`src/rtl/pipe_pkg.sv`:
```
// Shared definitions for the elastic pipeline stage registers of the CPU.
// State codes double as the stage occupancy count.
package pipe_pkg;

    localparam int XLEN      = 32;
    localparam int STAGE_NCH = 7;

    typedef enum logic [1:0] {
        ST_EMPTY  = 2'd0,
        ST_FULL   = 2'd1,
        ST_SKFULL = 2'd2
    } stage_state_t;

endpackage

```
`src/rtl/pipe_stage_reg_if.sv`:
```
// Valid/ready handshake bundle around one pipeline stage: upstream (in_*) and downstream (out_*).
// The stage itself uses the slave view; the driving environment uses the master view.
interface pipe_stage_reg_if
    import pipe_pkg::*;
#(
    parameter int W = XLEN * STAGE_NCH
);

    logic         in_valid;
    logic         in_ready;
    logic [W-1:0] in_data;
    logic         out_valid;
    logic         out_ready;
    logic [W-1:0] out_data;

    modport master (
        output in_valid, in_data, out_ready,
        input  in_ready, out_valid, out_data
    );

    modport slave (
        input  in_valid, in_data, out_ready,
        output in_ready, out_valid, out_data
    );

endinterface

```
`src/rtl/pipe_data_reg.sv`:
```
// Wide payload register with asynchronous reset; clear wins over load.
module pipe_data_reg #(
    parameter int W = 32
) (
    input  logic         clk,
    input  logic         rst,
    input  logic         load,
    input  logic         clr,
    input  logic [W-1:0] d,
    output logic [W-1:0] q
);

    logic [W-1:0] q_reg;

    always_ff @(posedge clk or posedge rst) begin
        if (rst) begin
            q_reg <= '0;
        end else if (clr) begin
            q_reg <= '0;
        end else if (load) begin
            q_reg <= d;
        end
    end

    assign q = q_reg;

endmodule

```
`src/rtl/pipe_stage_reg.sv`:
```
// Elastic valid/ready pipeline stage with flush and an optional skid entry.
// The main register is zeroed whenever it is vacated so a bubble reads as a NOP.
module pipe_stage_reg
    import pipe_pkg::*;
#(
    parameter int DATA_W = XLEN,
    parameter int NCH    = STAGE_NCH,
    parameter bit SKID   = 1'b1
) (
    input  logic                    clk,
    input  logic                    rst,
    input  logic                    flush,
    pipe_stage_reg_if.slave         bus,
    output logic [1:0]              occupancy
);

    localparam int W = NCH * DATA_W;

    stage_state_t state_reg;
    logic         in_fire;
    logic         out_fire;
    logic         m_load;
    logic         m_clr;
    logic [W-1:0] m_d;
    logic [W-1:0] m_q;
    logic [W-1:0] s_q;

    assign bus.out_valid = (state_reg != ST_EMPTY);
    // With a skid entry in_ready comes straight from the state flops; without it, it sees out_ready.
    assign bus.in_ready  = SKID ? (state_reg != ST_SKFULL)
                                : (!bus.out_valid || bus.out_ready);
    assign in_fire       = bus.in_valid  & bus.in_ready;
    assign out_fire      = bus.out_valid & bus.out_ready;
    assign occupancy     = state_reg;
    assign bus.out_data  = m_q;

    always_ff @(posedge clk or posedge rst) begin
        if (rst) begin
            state_reg <= ST_EMPTY;
        end else if (flush) begin
            state_reg <= ST_EMPTY;
        end else begin
            case (state_reg)
                ST_EMPTY: begin
                    if (in_fire) state_reg <= ST_FULL;
                end
                ST_FULL: begin
                    if (in_fire && !out_fire && SKID) state_reg <= ST_SKFULL;
                    else if (out_fire && !in_fire)    state_reg <= ST_EMPTY;
                end
                ST_SKFULL: begin
                    if (out_fire) state_reg <= ST_FULL;
                end
                default: state_reg <= ST_EMPTY;
            endcase
        end
    end

    // M reloads from S when draining the skid entry, otherwise from upstream.
    assign m_d    = (state_reg == ST_SKFULL) ? s_q : bus.in_data;
    assign m_load = (in_fire && (state_reg == ST_EMPTY || out_fire))
                 || (out_fire && state_reg == ST_SKFULL);
    assign m_clr  = flush || (out_fire && !in_fire && state_reg == ST_FULL);

    pipe_data_reg #(.W(W)) u_main (
        .clk  (clk),
        .rst  (rst),
        .load (m_load),
        .clr  (m_clr),
        .d    (m_d),
        .q    (m_q)
    );

    generate
        if (SKID) begin : g_skid
            logic s_load;
            logic s_clr;

            assign s_load = in_fire && !out_fire && (state_reg == ST_FULL);
            assign s_clr  = flush || (out_fire && state_reg == ST_SKFULL);

            pipe_data_reg #(.W(W)) u_skid (
                .clk  (clk),
                .rst  (rst),
                .load (s_load),
                .clr  (s_clr),
                .d    (bus.in_data),
                .q    (s_q)
            );
        end else begin : g_noskid
            assign s_q = '0;
        end
    endgenerate

endmodule

```
`src/flat_wrapper.sv`:
```
// flat-port wrapper written by rule: the top's interface ports become plain ports
module pipe_stage_reg_flat import pipe_pkg::*;
#(
    parameter int DATA_W = XLEN,
    parameter int NCH    = STAGE_NCH,
    parameter bit SKID   = 1'b1
)
  (clk, rst, flush, occupancy, bus_in_valid, bus_in_data, bus_out_ready, bus_in_ready, bus_out_valid, bus_out_data);
  pipe_stage_reg_if #(.W((XLEN * STAGE_NCH))) bus_i ();
  input  logic clk;
  input  logic rst;
  input  logic flush;
  output logic [1:0] occupancy;
  input wire logic [$bits(bus_i.in_valid)-1:0] bus_in_valid;
  input wire logic [$bits(bus_i.in_data)-1:0] bus_in_data;
  input wire logic [$bits(bus_i.out_ready)-1:0] bus_out_ready;
  output wire logic [$bits(bus_i.in_ready)-1:0] bus_in_ready;
  output wire logic [$bits(bus_i.out_valid)-1:0] bus_out_valid;
  output wire logic [$bits(bus_i.out_data)-1:0] bus_out_data;
  assign bus_i.in_valid = bus_in_valid;
  assign bus_i.in_data = bus_in_data;
  assign bus_i.out_ready = bus_out_ready;
  assign bus_in_ready = bus_i.in_ready;
  assign bus_out_valid = bus_i.out_valid;
  assign bus_out_data = bus_i.out_data;
  pipe_stage_reg #(.DATA_W(DATA_W), .NCH(NCH), .SKID(SKID)) u_core (.clk(clk), .rst(rst), .flush(flush), .bus(bus_i), .occupancy(occupancy));
endmodule
```
`config.mk`:
```
export PLATFORM = sky130hd
export DESIGN_NAME = pipe_stage_reg_flat
export DESIGN_NICKNAME = d
export VERILOG_FILES = /design/src/rtl/pipe_pkg.sv /design/src/rtl/pipe_stage_reg_if.sv /design/src/rtl/pipe_data_reg.sv /design/src/rtl/pipe_stage_reg.sv /design/src/flat_wrapper.sv
export SDC_FILE = /design/constraint.sdc
export NUM_CORES = 1
export LEC_CHECK = 0
export BUFFER_PORTS_ARGS = -buffer_cell sky130_fd_sc_hd__buf_2
export CAP_MARGIN = 20
export CORE_MARGIN = 2
export CORE_UTILIZATION = 40
export DETAILED_ROUTE_END_ITERATION = 12
export GPL_TIMING_DRIVEN = 0
export PLACE_DENSITY = 0.64
export SYNTH_ARGS = -nofsm -noshare
export SYNTH_HDL_FRONTEND = slang
export SYNTH_SLANG_ARGS = --single-unit
```
`constraint.sdc`:
```
create_clock -name clk -period 16.34 [get_ports clk]
set_input_delay 2.451 -clock clk [delete_from_list [all_inputs] [get_ports clk]]
set_output_delay 2.451 -clock clk [all_outputs]
set_load 0.1 [all_outputs]
```
# Word level (Yosys, flattened, before mapping)
# Index checks and enable logic that the tools add are counted.
[op_classes] n_eq_ne=6 reduce_logical=17 bitwise=2 mux=11
[op_table] op="2-to-1 mux 224 bit" count=5
[op_table] op="2-to-1 mux 2 bit" count=5
[op_table] op="logical AND 1 bit" count=6
[op_table] op="!= test 3 x 2 -> 1 bit (second input constant)" count=2
[op_table] op="case mux 2 bit (3 select lines)" count=1
[op_table] op="nonzero test 2 bit" count=3
[op_table] op="logical OR 1 bit" count=4
[op_table] op="!= test 4 x 2 -> 1 bit (second input constant)" count=1
[op_table] op="AND reduction 3 bit" count=1
[op_table] op="bitwise AND 1 bit" count=2
[op_table] op="== test 2 x 1 -> 1 bit (second input constant)" count=1
[op_table] op="== test 2 bit (second input constant)" count=1
[op_table] op="logical NOT 1 bit" count=2
[op_table] op="logical NOT 2 bit" count=1
[op_table] op="!= test 2 bit (second input constant)" count=1
[word_totals] elab_cells=39 in_bits=229 register_bits=450 output_inout_bits=228

# Logic depth before layout (Yosys ltp)
# Gate-level depths: netlist (run 1).
[logic_depth] word_depth=8 mapped_depth=7

# Hierarchy
# A second synthesis (run 1) with hierarchy kept.
[hier_totals] hier_cells=2187 area_unflattened_um2=21270.4
[modules_own_cells] mod="pipe_data_reg" cells_per_inst=723 area_per_inst_um2=9108.7 instances=2
[modules_own_cells] mod="pipe_stage_reg" cells_per_inst=741 area_per_inst_um2=3052.9 instances=1

# Worst setup path before layout (run 1)
# Ideal clock, no wire load.
[synth_timing] kind="register -> output" startpoint="register u_core.state_reg[1] (netlist: u_core.occupancy[1])" endpoint="output port bus_out_valid" slack_ps=11580 arrival_time_ps=2309 path_stages_with_launch=6 cell_sequence="dfrtp_1 -> buf_4 -> buf_2 -> buf_2 -> clkbuf_1 -> or2_2"
[synth_between] elab_chain_cells=1
[synth_lines] item="start: declaration" line="pipe_stage_reg.sv:19" text="stage_state_t state_reg;"
[synth_lines] item="start signal: assignment" line="pipe_stage_reg.sv:39" text="state_reg <= ST_EMPTY;"
[synth_lines] item="start signal: assignment" line="pipe_stage_reg.sv:41" text="state_reg <= ST_EMPTY;"
[synth_lines] item="start signal: assignment" line="pipe_stage_reg.sv:45" text="if (in_fire) state_reg <= ST_FULL;"
[synth_lines] item="nonzero test 2 bit" line="pipe_stage_reg.sv:28" text="assign bus.out_valid = (state_reg != ST_EMPTY);"
[synth_lines] item="end: declaration" line="flat_wrapper.sv:18" text="output wire logic [$bits(bus_i.out_valid)-1:0] bus_out_valid;"
# No other way between the ends.

# Worst setup path after layout (run 1)
# Ends and elaborated chain as after synthesis.

==> reports/results.ini, run 1 <==
[cells_and_area]
layout_commonest_cell=buf_2
postLayoutCoreUtil=0.491
most-common-layout-cells=504 x buf_2, 450 x dfrtp_1, 226 x a21oi_1, 225 x inv_1
drive_above_1_share=0.293
area_delta_synth_final_pct=21.4
postLayoutCellArea_mm2=0.0290
fillerInstances=5574
nNetsFinal=3077

[job]
max_cap_violations=0

[route]
dr_wl_met2_um=38700
drt.antenna.violating_nets=0
drtIter0Drc=1798
highest_layer=met5
drt_first_pass_iters=5
wirelength_met1_um=35900
vias=22117
met3WireLength_um=6850
drt-total-wl_um=84600
drcViolationCount=0
vias_per_cell=6.02
routedWlPerCell_um=23.0

[timing]
relSlewSlack=0.241
fmax_mhz=188
hold_viol=0
fin_crit_ns=5.32
setup_viol=0
worstMarginPinSlew_ns=1.14
fin_crit_sh=0.326
fin_tns_setup_ns=0
fin_skew_ns=0.0276
fin_ws_ns=11.02
drv_slew=0
rsz0062_at_grt=false

[placement]
placed_area_mm2=0.0272
hpwl_um=60200
port_buffers=455
routabilityCongestion=0.913
pre_cts_ws_ns=11.14

[global_route]
grt_antenna_before_repair=22
grt_max_degree=124
first_global_vias=22160
grt_usage=0.266
grt_pass1_wl_um=129000
overflow=0

[power_and_ir_drop]
swShare=0.377
pwr-share-clk=0.359
cellInternalPower_mw=2.07
power.total_mw=3.32
p_switching_mw=1.25
p_leak_nw=12.6
powerDensity_mw_per_mm2=115
pwr-share-seq=0.369
irDropWorstVdd_uv=95.4
combPwrFrac=0.272

[worst_setup_path]
r2r_slack_ns=13.31
arrival_ns=2.87
worstPathMaxFanout=10
required_ns=13.89
regToRegEndpoint=u_core.u_main.q[50]$_DFFE_PP0P_
ff2ff_path_depth=6
rr_startpoint=u_core.occupancy[0]$_DFFE_PP0P_
crit_type=flip-flop to output pin
end_kind=output pin
critPathLaunchType=flip-flop

[die]
die_y_um=248
fp.dieW_um=248
start_util=0.405
fp-row-count=89
dieArea_mm2=0.0617
core_region_area_mm2=0.0590
ios=457

[clocking]
cts_root_buf=clkbuf_16
clk_pin_slew_ns=0.06
cts_made_buffers=52
cts_setup_buffers=0
htreeDepth=2
cts_sinks=450
cts_tree=yes
postCtsResizedCells=0
clockBufferDepth=3
ctsHoldBuffers=0
clock_latency_ns=0.61

[run_status]
status=finished clean

[synth]
synthCells=2336
syn_nets=2565
synth_cell_types=27
ys_warn_count=0
yosysSeqAreaShare=0.472
avgSynthCellArea_um2=10.2
yosys_register_bits=450
syn-cell-area_mm2=0.0239

[hold_path]
hold_path_class=flip-flop to flip-flop
hold_start=u_core.g_skid.u_skid.q[35]$_DFFE_PP0P_
hold_path_end=u_core.g_skid.u_skid.q[35]$_DFFE_PP0P_
hold_depth=1

==> worst max-delay path, stage by stage, from the launching register on <==
cell and delay (ns):
dfrtp_1 0.39, buf_4 0.23, buf_2 0.30, buf_2 0.33, clkbuf_1 0.39, or2_2 0.21, buf_2 0.42
==> worst max-delay path by stage <==
stage / startpoint / end / cells after the start
2_1_floorplan: rst / u_core.g_skid.u_skid.q[0]$_DFFE_PP0P_ / 1
3_3_place_gp: rst / u_core.u_main.q[19]$_DFFE_PP0P_ / 2
3_5_place_dp: bus_in_valid / u_core.u_main.q[50]$_DFFE_PP0P_ / 6
4_1_cts: u_core.occupancy[1]$_DFFE_PP0P_ / bus_out_valid / 6
5_1_grt: u_core.occupancy[1]$_DFFE_PP0P_ / bus_out_valid / 6
6_report: u_core.occupancy[1]$_DFFE_PP0P_ / bus_out_valid / 6
==> synth_stat cells <==
cell | n | area share
a22o_1 | 224 | 0.082
a21oi_1 | 226 | 0.047
o21ai_2 | 1 | 0.00037
clkbuf_1 | 182 | 0.029
o21ai_0 | 1 | 0.00021
nand2b_1 | 1 | 0.00026
and2b_1 | 2 | 0.00063
nand3b_1 | 224 | 0.070
nand4bb_1 | 1 | 0.00047
o211ai_1 | 224 | 0.070
buf_2 | 49 | 0.010
a221oi_4 | 1 | 0.0011
buf_4 | 20 | 0.0063
nand3_2 | 1 | 0.00042
o21bai_1 | 1 | 0.00031
dfrtp_1 | 450 | 0.47
inv_2 | 1 | 0.00016
nor3b_1 | 1 | 0.00031
and3_1 | 1 | 0.00026
or2_2 | 1 | 0.00026
a311oi_1 | 224 | 0.082
buf_1 | 47 | 0.0074
nor2b_1 | 1 | 0.00026
inv_1 | 226 | 0.036
or3b_2 | 224 | 0.082
nor2b_2 | 1 | 0.00037
nor3_1 | 1 | 0.00021
==> power by group through the flow <==
stage          logic [mW]  registers [mW]  clock network, mW
3_3_place_gp        0.889            1.25                  0
3_5_place_dp        0.900            1.24                  0
2_1_floorplan       0.257            1.66                  0
5_1_grt             0.948            1.23               1.26
4_1_cts             0.902            1.23               1.22
6_report            0.902            1.23               1.19
==> routing by layer <==
layer	GRT usage	vias up
li1	-	9926
met1	0.362	11129
met2	0.411	848
met3	0.0612	198
met4	0.103	16
met5	0	-
==> stage by stage <==
| stage | hold slack [ns] | cells |
|---|---|---|
| 2_1_floorplan | 0.464 | 2336 |
| 3_3_place_gp | 0.478 | 3564 |
| 3_5_place_dp | 0.481 | 3567 |
| 4_1_cts | 0.499 | 3660 |
| 5_1_grt | 0.501 | 3668 |
| 6_report | 0.494 | 3676 |
==> cell families (layout without fill, tap and decap cells) <==
family / after synthesis / count (layout) / share of synthesized area
other: 0 / 16 / 0
AOI/OAI and AO/OA: 902 / 902 / 0.284
DFF: 450 / 450 / 0.472
buffers and inverters: 525 / 1076 / 0.0882
and+or+nand+nor: 459 / 459 / 0.156
==> layout make-up <==
type	count	area, um^2	share of cell area
buffer	298	1250	0.0433
antenna	16	40.0	0.00138
clock inverter	16	151	0.00522
tap	773	967	0.0334
multi-input combinational	1361	10500	0.363
sequential	450	11300	0.388
timing repair buffer	458	2360	0.0814
clock buffer	77	1590	0.0547
inverter	227	860	0.0297
Note: power is estimated with default switching activity, not from simulation.
==> run 2: changes to the inputs <==
clock period = 5.4 ns   (was 16.34 ns; I/O delays follow)
==> run 2 against run 1 <==
Hold slack worse by 0.19 ns. Clock skew down 0.0021 ns. Largest cell class unchanged. Sequential power rose to 3.0 times the previous value. Via count up 0.82%. Core utilization up 0.24 points. Register-to-register slack worse by 11 ns. Setup slack worse by 9.2 ns. Count of clock-buffer cells in the layout up 7. Clock power rose to 3.0 times the previous value.
==> reports/results.ini, run 2 (synthesis results as in run 1) <==
[worst_setup_path]
cpMostUsedCell=buf_2
rr_startpoint=u_core.occupancy[0]$_DFFE_PP0P_
critPathLaunch=u_core.occupancy[1]$_DFFE_PP0P_
critPathLaunchType=flip-flop
end_kind=output pin
cp_slowest_cell=buf_2
critPathTopFamily=buffers and inverters
arrival_ns=2.82
worstPathMaxFanout=10
cp.buffers_inverters=5
required_ns=4.59
cp_cell_sequence=buf_4 > buf_2 > buf_2 > clkbuf_1 > or2_2 > buf_2
cpPeakStageDelay_ns=0.42
crit_type=flip-flop to output pin

[timing]
fin_crit_sh=0.672
fmax_mhz=276
fin_skew_ns=0.0256
fin_ws_ns=1.77
setup_viol=0
fin_tns_setup_ns=0
hold_viol=0
drv_slew=0
worstMarginPinSlew_ns=1.23
fin_crit_ns=3.63
relSlewSlack=0.181
rsz0062_at_grt=false

[die]
die_y_um=248
fp.dieW_um=248
start_util=0.405
core_region_area_mm2=0.0590
fp-row-count=89
ios=457
dieArea_mm2=0.0617

[job]
max_cap_violations=0

[global_route]
grt_usage=0.267
grt_antenna_before_repair=19
overflow=0
grt_pass1_wl_um=129000
grt_max_degree=42
first_global_vias=21996

[route]
vias_per_cell=6.05
drt-total-wl_um=85800
drtIter0Drc=1745
drt_first_pass_iters=6
routedWlPerCell_um=23.3
drcViolationCount=0
drt.antenna.violating_nets=0
vias=22298

[power_and_ir_drop]
irDropWorstVdd_uv=317
powerDensity_mw_per_mm2=344
p_leak_nw=12.7
power.total_mw=10.0

[cells_and_area]
fillerInstances=5594
drive_above_1_share=0.292
multiInputGateArea_mm2=0.0105
postLayoutCellArea_mm2=0.0291
nNetsFinal=3088
layout_commonest_cell=buf_2
area_delta_synth_final_pct=22.0
regArea_mm2=0.0113
most-common-layout-cells=504 x buf_2, 450 x dfrtp_1, 226 x a21oi_1, 225 x inv_1
postLayoutCoreUtil=0.494

[placement]
port_buffers=455
hpwl_um=62000
pre_cts_ws_ns=1.85
routabilityCongestion=0.904
placed_area_mm2=0.0274

[run_status]
status=finished clean

[clocking]
htreeDepth=2
ctsHoldBuffers=0
cts_tree=yes
postCtsResizedCells=0
clockBufferDepth=3
clock_latency_ns=0.62
cts_made_buffers=52
cts_sinks=450
clk_pin_slew_ns=0.06
cts_setup_buffers=0
cts_root_buf=clkbuf_16

[hold_path]
hold_path_class=input port to asynchronous set/reset pin

## run 2: worst paths after layout
| check | to | slack (ns) | cells past startpoint |
|---|---|---|---|
| setup / recovery | bus_out_valid | 1.77 | 6 |
| hold / removal | u_core.u_main.q[157]$_DFFE_PP0P_ | 0.31 | 2 |
| setup reg to reg | u_core.u_main.q[50]$_DFFE_PP0P_ | 2.31 | 6 |
| hold reg to reg | u_core.g_skid.u_skid.q[174]$_DFFE_PP0P_ | 0.50 | 1 |
| max in group asynchronous | u_core.g_skid.u_skid.q[30]$_DFFE_PP0P_ | 3.71 | 6 |
| min in group clk | u_core.g_skid.u_skid.q[6]$_DFFE_PP0P_ | 0.45 | 2 |
## run 2: area by class of cell
type	count	share of cell area
Clock buffer	84	0.0543
Tap cell	773	0.0332
Clock inverter	11	0.00412
Inverter	227	0.0294
Multi-Input combinational cell	1361	0.361
Buffer	298	0.0431
Sequential cell	450	0.387
Antenna cell	11	0.000945
Timing Repair Buffer	469	0.0876
## run 2: metal layers
layer	routed length [um]	global-route usage
met1	36600	0.369
met2	39400	0.417
met3	6970	0.0594
met4	2670	0.0861
met5	146	0
## run 2: power by group
part	total [mW]	internal [mW]	switching (mW)
Sequential	3.72	3.59	0.125
Combinational	2.75	0.571	2.18
Clock	3.55	2.09	1.47
Total	10.0	6.25	3.77
## run 2: metrics by stage
step	cells	hold WS [ns]
2_1_floorplan	2336	0.464
3_3_place_gp	3564	0.478
3_5_place_dp	3578	0.481
4_1_cts	3673	0.280
5_1_grt	3677	0.327
6_report	3684	0.305
## run 2: worst register-to-register path, stage by stage (launching register included)
cell,delay [ns]
dfrtp_1,0.41
buf_2,0.22
nor2b_2,0.11
o21ai_2,0.58
clkbuf_1,0.95
clkbuf_1,0.48
a311oi_1,0.19
